--- src/rtl/hamming_pkg.sv ---
// Shared types and constants for the Hamming target host-side driver.
package hamming_pkg;

  typedef enum logic [2:0] {
    S_IDLE,
    S_START,
    S_MODE,
    S_DATA,
    S_WAIT,
    S_CAP1,
    S_CAP2,
    S_RESP
  } state_t;

  localparam logic MODE_ENC = 1'b0;
  localparam logic MODE_DEC = 1'b1;

  localparam logic [7:0] START_BYTE = 8'h01;

  localparam int SYN_MSB = 4;
  localparam int SYN_LSB = 2;
  localparam int ERR_MSB = 1;
  localparam int ERR_LSB = 0;

endpackage

--- src/rtl/hamming_rsp_unpack.sv ---
// Splits the two captured response bytes into syndrome, error and format-check fields.
// Purely combinational: zero latency, no flow control.
module hamming_rsp_unpack
  import hamming_pkg::*;
(
  input  logic       mode,
  input  logic [7:0] word0,
  input  logic [7:0] word1,
  output logic [2:0] syndrome,
  output logic [1:0] err,
  output logic       fmt_err
);

  always_comb begin
    syndrome = '0;
    err      = '0;
    fmt_err  = 1'b0;
    if (mode == MODE_DEC) begin
      syndrome = word1[SYN_MSB:SYN_LSB];
      err      = word1[ERR_MSB:ERR_LSB];
      fmt_err  = |word1[7:SYN_MSB+1];
    end else begin
      // The target echoes the codeword in both response bytes.
      fmt_err = (word0 != word1);
    end
  end

endmodule

--- src/rtl/hamming_host_driver.sv ---
// Byte-serial initiator for the Hamming target: sends start/mode/data, captures two response bytes.
// rsp_valid rises 6+IO_LAT edges after acceptance; the response is held until rsp_ready.
module hamming_host_driver
  import hamming_pkg::*;
#(
  parameter int IO_LAT  = 0,
  parameter int MIN_GAP = 1
) (
  input  logic       clk,
  input  logic       rst,
  input  logic       req_valid,
  output logic       req_ready,
  input  logic       req_mode,
  input  logic [7:0] req_data,
  output logic       rsp_valid,
  input  logic       rsp_ready,
  output logic       rsp_mode,
  output logic [7:0] rsp_word0,
  output logic [7:0] rsp_word1,
  output logic [2:0] rsp_syndrome,
  output logic [1:0] rsp_err,
  output logic       rsp_fmt_err,
  output logic [7:0] tgt_bus_out,
  input  logic [7:0] tgt_rsp_in,
  output logic       busy
);

  localparam int WAIT_W = (IO_LAT > 0) ? $clog2(IO_LAT + 1) : 1;
  localparam int GAP_W  = $clog2(MIN_GAP + 1);

  state_t            state;
  state_t            state_nxt;
  logic [WAIT_W-1:0] wait_cnt;
  logic [GAP_W-1:0]  gap_cnt;
  logic              mode_q;
  logic [7:0]        data_q;
  logic [7:0]        word0_q;
  logic [7:0]        word1_q;
  logic [7:0]        bus_nxt;
  logic              accept;

  // Gap counter resets to zero, so the driver is ready as soon as reset releases.
  assign req_ready = (state == S_IDLE) && (gap_cnt == '0) && !rst;
  assign accept    = req_valid && req_ready;
  assign busy      = (state != S_IDLE);
  assign rsp_valid = (state == S_RESP);
  assign rsp_mode  = mode_q;
  assign rsp_word0 = word0_q;
  assign rsp_word1 = word1_q;

  always_comb begin
    state_nxt = state;
    bus_nxt   = 8'h00;
    case (state)
      S_IDLE:  if (accept) state_nxt = S_START;
      S_START: state_nxt = S_MODE;
      S_MODE:  state_nxt = S_DATA;
      S_DATA:  state_nxt = S_WAIT;
      S_WAIT:  if (wait_cnt == WAIT_W'(IO_LAT)) state_nxt = S_CAP1;
      S_CAP1:  state_nxt = S_CAP2;
      S_CAP2:  state_nxt = S_RESP;
      S_RESP:  if (rsp_ready) state_nxt = S_IDLE;
      default: state_nxt = S_IDLE;
    endcase
    // The bus flop is loaded with the byte belonging to the state being entered.
    case (state_nxt)
      S_START: bus_nxt = START_BYTE;
      S_MODE:  bus_nxt = {7'b0, mode_q};
      S_DATA:  bus_nxt = (mode_q == MODE_DEC) ? data_q : {4'b0, data_q[3:0]};
      default: bus_nxt = 8'h00;
    endcase
  end

  always_ff @(posedge clk or posedge rst) begin
    if (rst) begin
      state       <= S_IDLE;
      tgt_bus_out <= 8'h00;
      wait_cnt    <= '0;
      gap_cnt     <= '0;
      mode_q      <= 1'b0;
      data_q      <= 8'h00;
      word0_q     <= 8'h00;
      word1_q     <= 8'h00;
    end else begin
      state       <= state_nxt;
      tgt_bus_out <= bus_nxt;
      wait_cnt    <= (state == S_WAIT) ? wait_cnt + WAIT_W'(1) : '0;
      if (accept) begin
        mode_q <= req_mode;
        data_q <= req_data;
      end
      if (state == S_CAP1) word0_q <= tgt_rsp_in;
      if (state == S_CAP2) word1_q <= tgt_rsp_in;
      if (state_nxt == S_RESP && state != S_RESP) begin
        gap_cnt <= GAP_W'(MIN_GAP);
      end else if (gap_cnt != '0) begin
        gap_cnt <= gap_cnt - GAP_W'(1);
      end
    end
  end

  hamming_rsp_unpack u_unpack (
    .mode     (mode_q),
    .word0    (word0_q),
    .word1    (word1_q),
    .syndrome (rsp_syndrome),
    .err      (rsp_err),
    .fmt_err  (rsp_fmt_err)
  );

endmodule
--- config.mk ---
export PLATFORM = sky130hd
export DESIGN_NAME = hamming_host_driver
export DESIGN_NICKNAME = d
export VERILOG_FILES = /design/src/rtl/hamming_pkg.sv /design/src/rtl/hamming_rsp_unpack.sv /design/src/rtl/hamming_host_driver.sv
export SDC_FILE = /design/constraint.sdc
export NUM_CORES = 1
export LEC_CHECK = 0
export CORE_MARGIN = 1
export CORE_UTILIZATION = 23
export CTS_CLUSTER_DIAMETER = 30
export DETAILED_ROUTE_END_ITERATION = 10
export GPL_TIMING_DRIVEN = 0
export SLEW_MARGIN = 10
export SYNTH_ARGS = -nofsm -noshare
export SYNTH_HDL_FRONTEND = slang
export SYNTH_SLANG_ARGS = --single-unit
--- constraint.sdc ---
create_clock -name clk -period 2 [get_ports clk]
set_clock_uncertainty 0.15 [all_clocks]
set_input_delay 0.4 -clock clk [delete_from_list [all_inputs] [get_ports clk]]
set_output_delay 0.4 -clock clk [all_outputs]
set_load 0.05 [all_outputs]
# After elaboration in Yosys (flattened, before gate mapping)
# Index checks and enable logic that the tools add are counted.
# totals
wordCells	44
regBits	38
# op_classes
reduce_logical	8
n_addsub	2
bitwise	1
muxes	12
eq_ne	13
# ops
cell	count
$pmux 3 s8	1
$pmux 8 s3	1
$eq 3x3->1 const B	5
$eq 3x2->1 const B	4
$mux 3	4
$mux 8	1
$ne 8x8->1	1
$eq 3x1->1 const B	2
$logic_and 1x1->1	4
$mux 1	4
$logic_not 3->1	1
$ne 3x3->1 const B	1
$reduce_bool 3->1	1
$reduce_or 3->1	1
$mux 2	1
$add 1x1->1 const B	1
$logic_not 1->1	1
$not 1->1	1
$sub 1x1->1 const B	1

# Logic depth before layout (Yosys ltp)
# Gate-level depths: netlist of the first run.
# logic_depth
word_depth	9
mapped_depth	5
depth_no_buf	4

# By module
# Synthesis of the first run repeated with hierarchy kept, for this count alone.
# unflattened
hier_cells	118
area_unflattened_um2	1625.3
# by_module_without_submodules
module	seq_area_each_um2	cells_each	instances	area_each_um2
hamming_host_driver	950.9	100	1	1493.9
hamming_rsp_unpack	0.0	18	1	131.4

# Worst setup path after synthesis of the first run
# OpenSTA, ideal clock, no wires.
# synth_timing
path_type	register to output
startpoint	reg state[2]
endpoint	out req_ready
t_required_ns	1.450
arrival_time_ns	2.243
path_stages_with_launch	4
slack_ns	-0.793
n_path_buf	1
cell_sequence	dfrtp_1 buf_4 or3_1 nor3_1
# synth_between
elab_chain_cells	3
# synth_rtl
item	line_no	text
start, declared	hamming_host_driver.sv:31	state_t state;
start signal, assigned	hamming_host_driver.sv:85	state <= state_nxt;
$logic_not 3->1	hamming_host_driver.sv:43	assign req_ready = (state == S_IDLE) && (gap_cnt == '0) && !rst;
$logic_and 1x1->1 (2 in series)	hamming_host_driver.sv:43	
end, declared	hamming_host_driver.sv:12	output logic req_ready,
# Every way passes these cells.

# Worst setup path after layout of the first run
# layout_timing
startpoint	reg state[0]
endpoint	out req_ready
# The elaborated chain is that of the path after synthesis.

==> results.md, run 1 <==
- DRC violations left: 0
- CTS Sinks: 38
- Initial antenna violation count: 0
- Hold Crit Class: reg -> reg
- Post-detail-place hpwl: 2700 µm
- Number of distinct library cells after synthesis: 30
- Part of the cycle the worst path needs: 1.02
- Post-Place Setup Slack: -0.529 ns
- Max-cap viol count: 0
- Critical Path Fanout Max: 9
- Antenna viol nets, final: 0
- CP startpoint kind: flop
- Yosys top cell area share: 0.578
- Commonest non-fill, non-tap cell in the layout: dfrtp_1
- Endpoint class of the critical path: output port
- Top delay family on crit path: simple AND/OR/NAND/NOR gates
- Core area: slightly below 0.007 mm²
- Number of H-tree levels: 2
- CTS Buf Count: 5
- Mapped Cells: approximately 130
- RSZ-0062 raised after global routing: yes
- Most frequent CP cell: buf_6
- Global-route wire length before repair: ~6300 µm
- Setup TNS: -0.0547 ns
- Vias/cell: between 4 and 5
- # IOs: 55
- Critical path's slowest cell: or3_4
- Final hold violation count: 0
- Worst-Skew Late Latency: between 0.2 and 0.3 ns
- Fill count: 718
- Critical path required time: between 1 and 1.5 ns
- Initial DRC Count: between 40 and 50
- Final Worst Setup Slack: -0.0383 ns
- TritonCTS clock tree: built
- Largest area contributor in the netlist: dfrtp_1
- Clock root buffer: clkbuf_8
- Fmax: about 500 MHz
- Seq/Total Area, Yosys: 0.578
- Synth warn: 0
- Cells along the critical path: buf_6 > or3_4 > nor3_4 > buf_6
- Initial Util: 0.240
- Met1 WL: around 1700 µm
- Wirelength per Cell: about 13 µm
- Worst path arrival time: ~1.5 ns
- Final number of max-transition violations: 0
- Final net count: between 200 and 250
- Met3 WL post-DR: between 100 and 150 µm
- Final Power: about 4 mW
- Antenna fix cells: 0
- GRT Residual Overflow: 0
- Drt pass-1 iters: 5
- Syn-to-layout area delta: 47.8%
- Clk buf depth: 2
- Syn nets: around 160
- Syn_area_per_cell: 12.3 µm²
- Status: finished, violations left
- Failing checks: negative setup slack
- Synth Register Bits: 38
- Most frequent cells in the layout: dfrtp_1 (37), nand2_1 (25), clkdlybuf4s50_1 (25), mux2_2 (17), dlygate4sd2_1 (17)
- Largest net degree at the start of global routing: 24
- GRT Overall Usage: 0.112
- Critical path type: reg -> out
- Tmin final: 2.04 ns
- DIE WIDTH: roughly 87 µm
- Sequential Area: about 950 µm²
- Least-Margin Pin Slew: 0.767 ns
- Port Buffers: 54
- Final wirelength: about 3700 µm
- Rel. slew slack: 0.487
- Met2 wire length: between 1500 and 2000 µm
- Routability congestion estimate: about 0.70
- Row count: 30
- DR vias: approximately 1,200
- Setup violators final: 2
- Total die area: roughly 0.0075 mm²
- Uppermost layer routed: met4
- Multi-input logic area: between 600 and 700 µm²
- Clk slew on worst S/H paths: ~0.070 ns
- Syn Std Cell Area: between 0.0015 and 0.002 mm²
- IR drop worst, VDD: between 0.8 and 0.9 mV
- Die Ht: 86.6 µm
- Vias in the first global route: between 1,000 and 1,500
- CP max stage delay: ~0.40 ns
- LEAKAGE: around 1.2 nW
- Buf+Inv Stages, Crit Path: 2
- Leading post-synthesis cells by cell area: dfrtp_1 (58%), mux2_2 (12%), nand2_1 (5.7%)
- Layout cells sized above 1: 0.276
- Pwr dens: about 1600 mW/mm²
==> metal layers <==
layer  GRT usage  vias to the layer above
met5           0                        -
met4      0.0591                        0
met3      0.0181                        8
met2       0.179                       28
met1       0.145                      570
li1            -                      578
==> report_power, final <==
| group | internal, mW | switching, mW | total (mW) |
|---|---|---|---|
| logic | 0.792 | 1.39 | 2.18 |
| registers | 1.06 | 0.238 | 1.29 |
| clock network | 0.240 | 0.244 | 0.484 |
| total | 2.09 | 1.87 | 3.96 |
==> per-stage QoR <==
| stage | utilization | instance area [µm²] | hold slack [ns] | instances |
|---|---|---|---|---|
| final | 0.354 | 2430 | 0.329 | 295 |
| after global routing | 0.354 | 2430 | 0.349 | 295 |
| after global placement | 0.338 | 2320 | 0.303 | 284 |
| after CTS | 0.348 | 2390 | 0.334 | 292 |
| after floorplan | - | 1660 | 0.297 | 134 |
| after detailed placement | 0.341 | 2340 | 0.315 | 285 |
==> cells in the mapped netlist <==
master	number
and3_1	6
nor4b_1	2
nor2_2	1
xor2_1	4
and2_1	8
nor3b_1	1
mux2_4	1
nor4b_4	1
nor3_1	3
nand2_4	1
clkbuf_1	1
buf_4	2
xnor2_1	4
nor2b_4	1
nor2_1	1
a21oi_1	2
and2_4	1
or3_1	1
o211ai_2	1
nand4_1	2
nand2_1	25
o31a_1	1
buf_6	1
o21ai_0	1
and2b_1	1
inv_1	3
dfrtp_1	38
nand3b_2	2
mux2_2	17
clkinv_1	1
==> sequential cells by signal, indices dropped and copies added (netlist names) <==
register	count
data_q	8
rsp_word0	8
rsp_word1	8
tgt_bus_out	8
state	3
gap_cnt	1
rsp_mode	1
wait_cnt	1
==> cell type report <==
cell class,count,area share
multi-input cells,88,0.281
flip-flops and latches,38,0.391
inverters,4,0.00617
plain buffers,4,0.0170
clock buffers,7,0.0314
well taps,96,0.0494
repair buffers,58,0.224
==> worst paths after layout <==
kind                                  startpoint                       end  slack, ns  cells after the start
min reg2reg                data_q[1]$_DFFE_PP0P_  tgt_bus_out[1]$_DFF_PP0_       0.33                      1
max reg2reg                   state[2]$_DFF_PP0_  tgt_bus_out[0]$_DFF_PP0_       0.24                      5
max in group asynchronous                    rst      rsp_mode$_DFFE_PP0P_       0.81                      3
min in group asynchronous                    rst        state[2]$_DFF_PP0_       0.44                      2
min                        data_q[1]$_DFFE_PP0P_  tgt_bus_out[1]$_DFF_PP0_       0.33                      1
max                           state[0]$_DFF_PP0_                 req_ready      -0.04                      4
==> cell families (layout without fill, tap and decap cells) <==
family,after synthesis,count (layout),share of synthesized area
flops,38,38,0.578
xor+xnor,8,8,0.0425
simple gates,57,57,0.205
buf+inv,8,73,0.0273
mux,18,18,0.125
compound gates,5,5,0.0220
==> worst register-to-register path: cells and delay by family, from the launching register on <==
| family | cells | cell delay [ns] |
|---|---|---|
| AND/OR/NAND/NOR | 2 | 0.51 |
| buffers and inverters | 1 | 0.15 |
| multiplexers | 1 | 0.32 |
| AO/OA/AOI/OAI | 1 | 0.12 |
| flip-flops | 1 | 0.40 |
==> timing repair <==
item / CTS / global route
gates cloned: 0 / 0
hold buffers: 0 / 0
pin swaps: 0 / 4
gates resized for setup: 70 / 6
setup endpoints to repair: 26 / 12
setup buffers: 0 / 3
Note: power is estimated with default switching activity, not from simulation.
==> run 2: changes to the inputs <==
--- a/config.mk
+++ b/config.mk
@@ -6,7 +6,7 @@
 export NUM_CORES = 1
 export LEC_CHECK = 0
 export CORE_MARGIN = 1
-export CORE_UTILIZATION = 23
+export CORE_UTILIZATION = 35
 export CTS_CLUSTER_DIAMETER = 30
 export DETAILED_ROUTE_END_ITERATION = 10
 export GPL_TIMING_DRIVEN = 0
==> results.md, run 2 (synthesis results as in run 1) <==
- Critical Path Fanout Max: 9
- Status: finished, violations left
- Setup TNS: -0.0493 ns
- Commonest non-fill, non-tap cell in the layout: dfrtp_1
- DRC violations left: 4
- Fin cells: between 200 and 300
- Placed Area: approximately 0.0023 mm²
- Drt pass-1 iters: 7
- Critical path required time: between 1 and 1.5 ns
- Initial DRC Count: between 100 and 150
- Hold WS: 0.325 ns
- Die Ht: about 71 µm
- Part of the cycle the worst path needs: 1.02
- Largest net degree at the start of global routing: 39
- Initial antenna violation count: 0
- Top delay family on crit path: simple AND/OR/NAND/NOR gates
- Worst path arrival time: 1.50 ns
- Syn-to-layout area delta: 45.8%
- Clock root buffer: clkbuf_8
- Clk slew on worst S/H paths: approximately 0.080 ns
- CTS Sinks: 38
- Global-route wire length before repair: roughly 6200 µm
- Wirelength per Cell: ~14 µm
- Post-detail-place hpwl: between 2000 and 3000 µm
- Final net count: roughly 220
- Most frequent cells in the layout: dfrtp_1 (38), nand2_1 (25), clkdlybuf4s50_1 (20), mux2_2 (17), dlygate4sd2_1 (17)
- Initial Util: 0.370
- Antenna viol nets, final: 0
- Buf+Inv Stages, Crit Path: 2
- Endpoint class of the critical path: output port
- Worst-Skew Late Latency: a little under 0.3 ns
- Final Power: 4.09 mW
- Antenna fix cells: 0
- Most frequent CP cell: buf_6
- CP max stage delay: 0.40 ns
- IR drop worst, VDD: about 0.83 mV
- DR vias: between 1,000 and 1,500
- Routability congestion estimate: between 0.7 and 0.8
- Total die area: 0.00498 mm²
- Design Area, Final: approximately 0.0024 mm²
- Hold Crit Class: reg -> reg
- Critical path's slowest cell: or3_4
- Pwr dens: 1700 mW/mm²
- Layout cells sized above 1: 0.281
- Core area: roughly 0.0044 mm²
- Clk buf depth: 2
- Final Worst Setup Slack: -0.0493 ns
- Tmin final: about 2.0 ns
- Max-cap viol count: 0
- Final hold violation count: 0
- Fmax: 488 MHz
- Hold buffer count at cts: 0
- Final wirelength: approximately 3600 µm
- Setup violators final: 1
- GRT Overall Usage: 0.164
- Post-Place Setup Slack: -0.496 ns
- Cells along the critical path: buf_6 > or3_4 > nor3_4 > buf_6
- Port Buffers: 54
- # IOs: 55
- RSZ-0062 raised after global routing: yes
- CTS Buf Count: 5
- GRT Residual Overflow: 0
- Cells after DPL: 240
- Rel. slew slack: 0.476
- DIE WIDTH: between 70 and 80 µm
- Row count: 24
- Final number of max-transition violations: 0
- Number of H-tree levels: 2
- Final core occ: 0.540
- Least-Margin Pin Slew: slightly below 0.8 ns
- LEAKAGE: around 1.3 nW
- Failing checks: design-rule violations, negative setup slack
- TritonCTS clock tree: built
- Vias in the first global route: roughly 1,200
- Critical path type: reg -> out
- CP startpoint kind: flop
- Vias/cell: approximately 4.8
## run 2: changes by cell type in the layout (fill, tap and decap cells not counted), sizes merged
cell / change
buf: -1
bufinv: +1
clkbuf: -2
clkdlybuf4s50: -5
clkinv: +2
dlymetal6s2s: +5
## run 2: path summary, 6_finish.rpt
check,startpoint,endpoint,slack (ns),cells after the start
max in group asynchronous,rst,data_q[1]$_DFFE_PP0P_,0.61,2
hold / removal,data_q[2]$_DFFE_PP0P_,tgt_bus_out[2]$_DFF_PP0_,0.33,1
hold reg to reg,data_q[2]$_DFFE_PP0P_,tgt_bus_out[2]$_DFF_PP0_,0.33,1
setup / recovery,state[0]$_DFF_PP0_,req_ready,-0.05,4
setup reg to reg,state[2]$_DFF_PP0_,tgt_bus_out[5]$_DFF_PP0_,0.30,4
min in group asynchronous,rst,state[2]$_DFF_PP0_,0.59,2
## run 2: layout make-up
class	instances	area, µm²
Sequential cell	38	951
Inverter	4	15.0
Multi-Input combinational cell	88	682
Tap cell	52	65.1
Clock inverter	3	40.0
Fill cell	412	2040
Timing Repair Buffer	57	538
Clock buffer	5	68.8
Buffer	4	41.3
## run 2: per-layer routing
metal | routed length (µm) | track usage
met4 | 51 | 0.0600
met2 | 1880 | 0.274
met5 | 0 | 0
met3 | 189 | 0.0413
met1 | 1490 | 0.207
## run 2: power breakdown
part / switching [mW] / total [mW] / internal [mW]
clock network: 0.265 / 0.632 / 0.367
logic: 1.39 / 2.16 / 0.776
registers: 0.239 / 1.29 / 1.05
## run 2: timing repair
item	in CTS	in global routing
cloned	0	0
endpoints found under the setup margin	26	17
hold endpoints to repair	0	0
resized for setup	69	12
buffers inserted	1	2
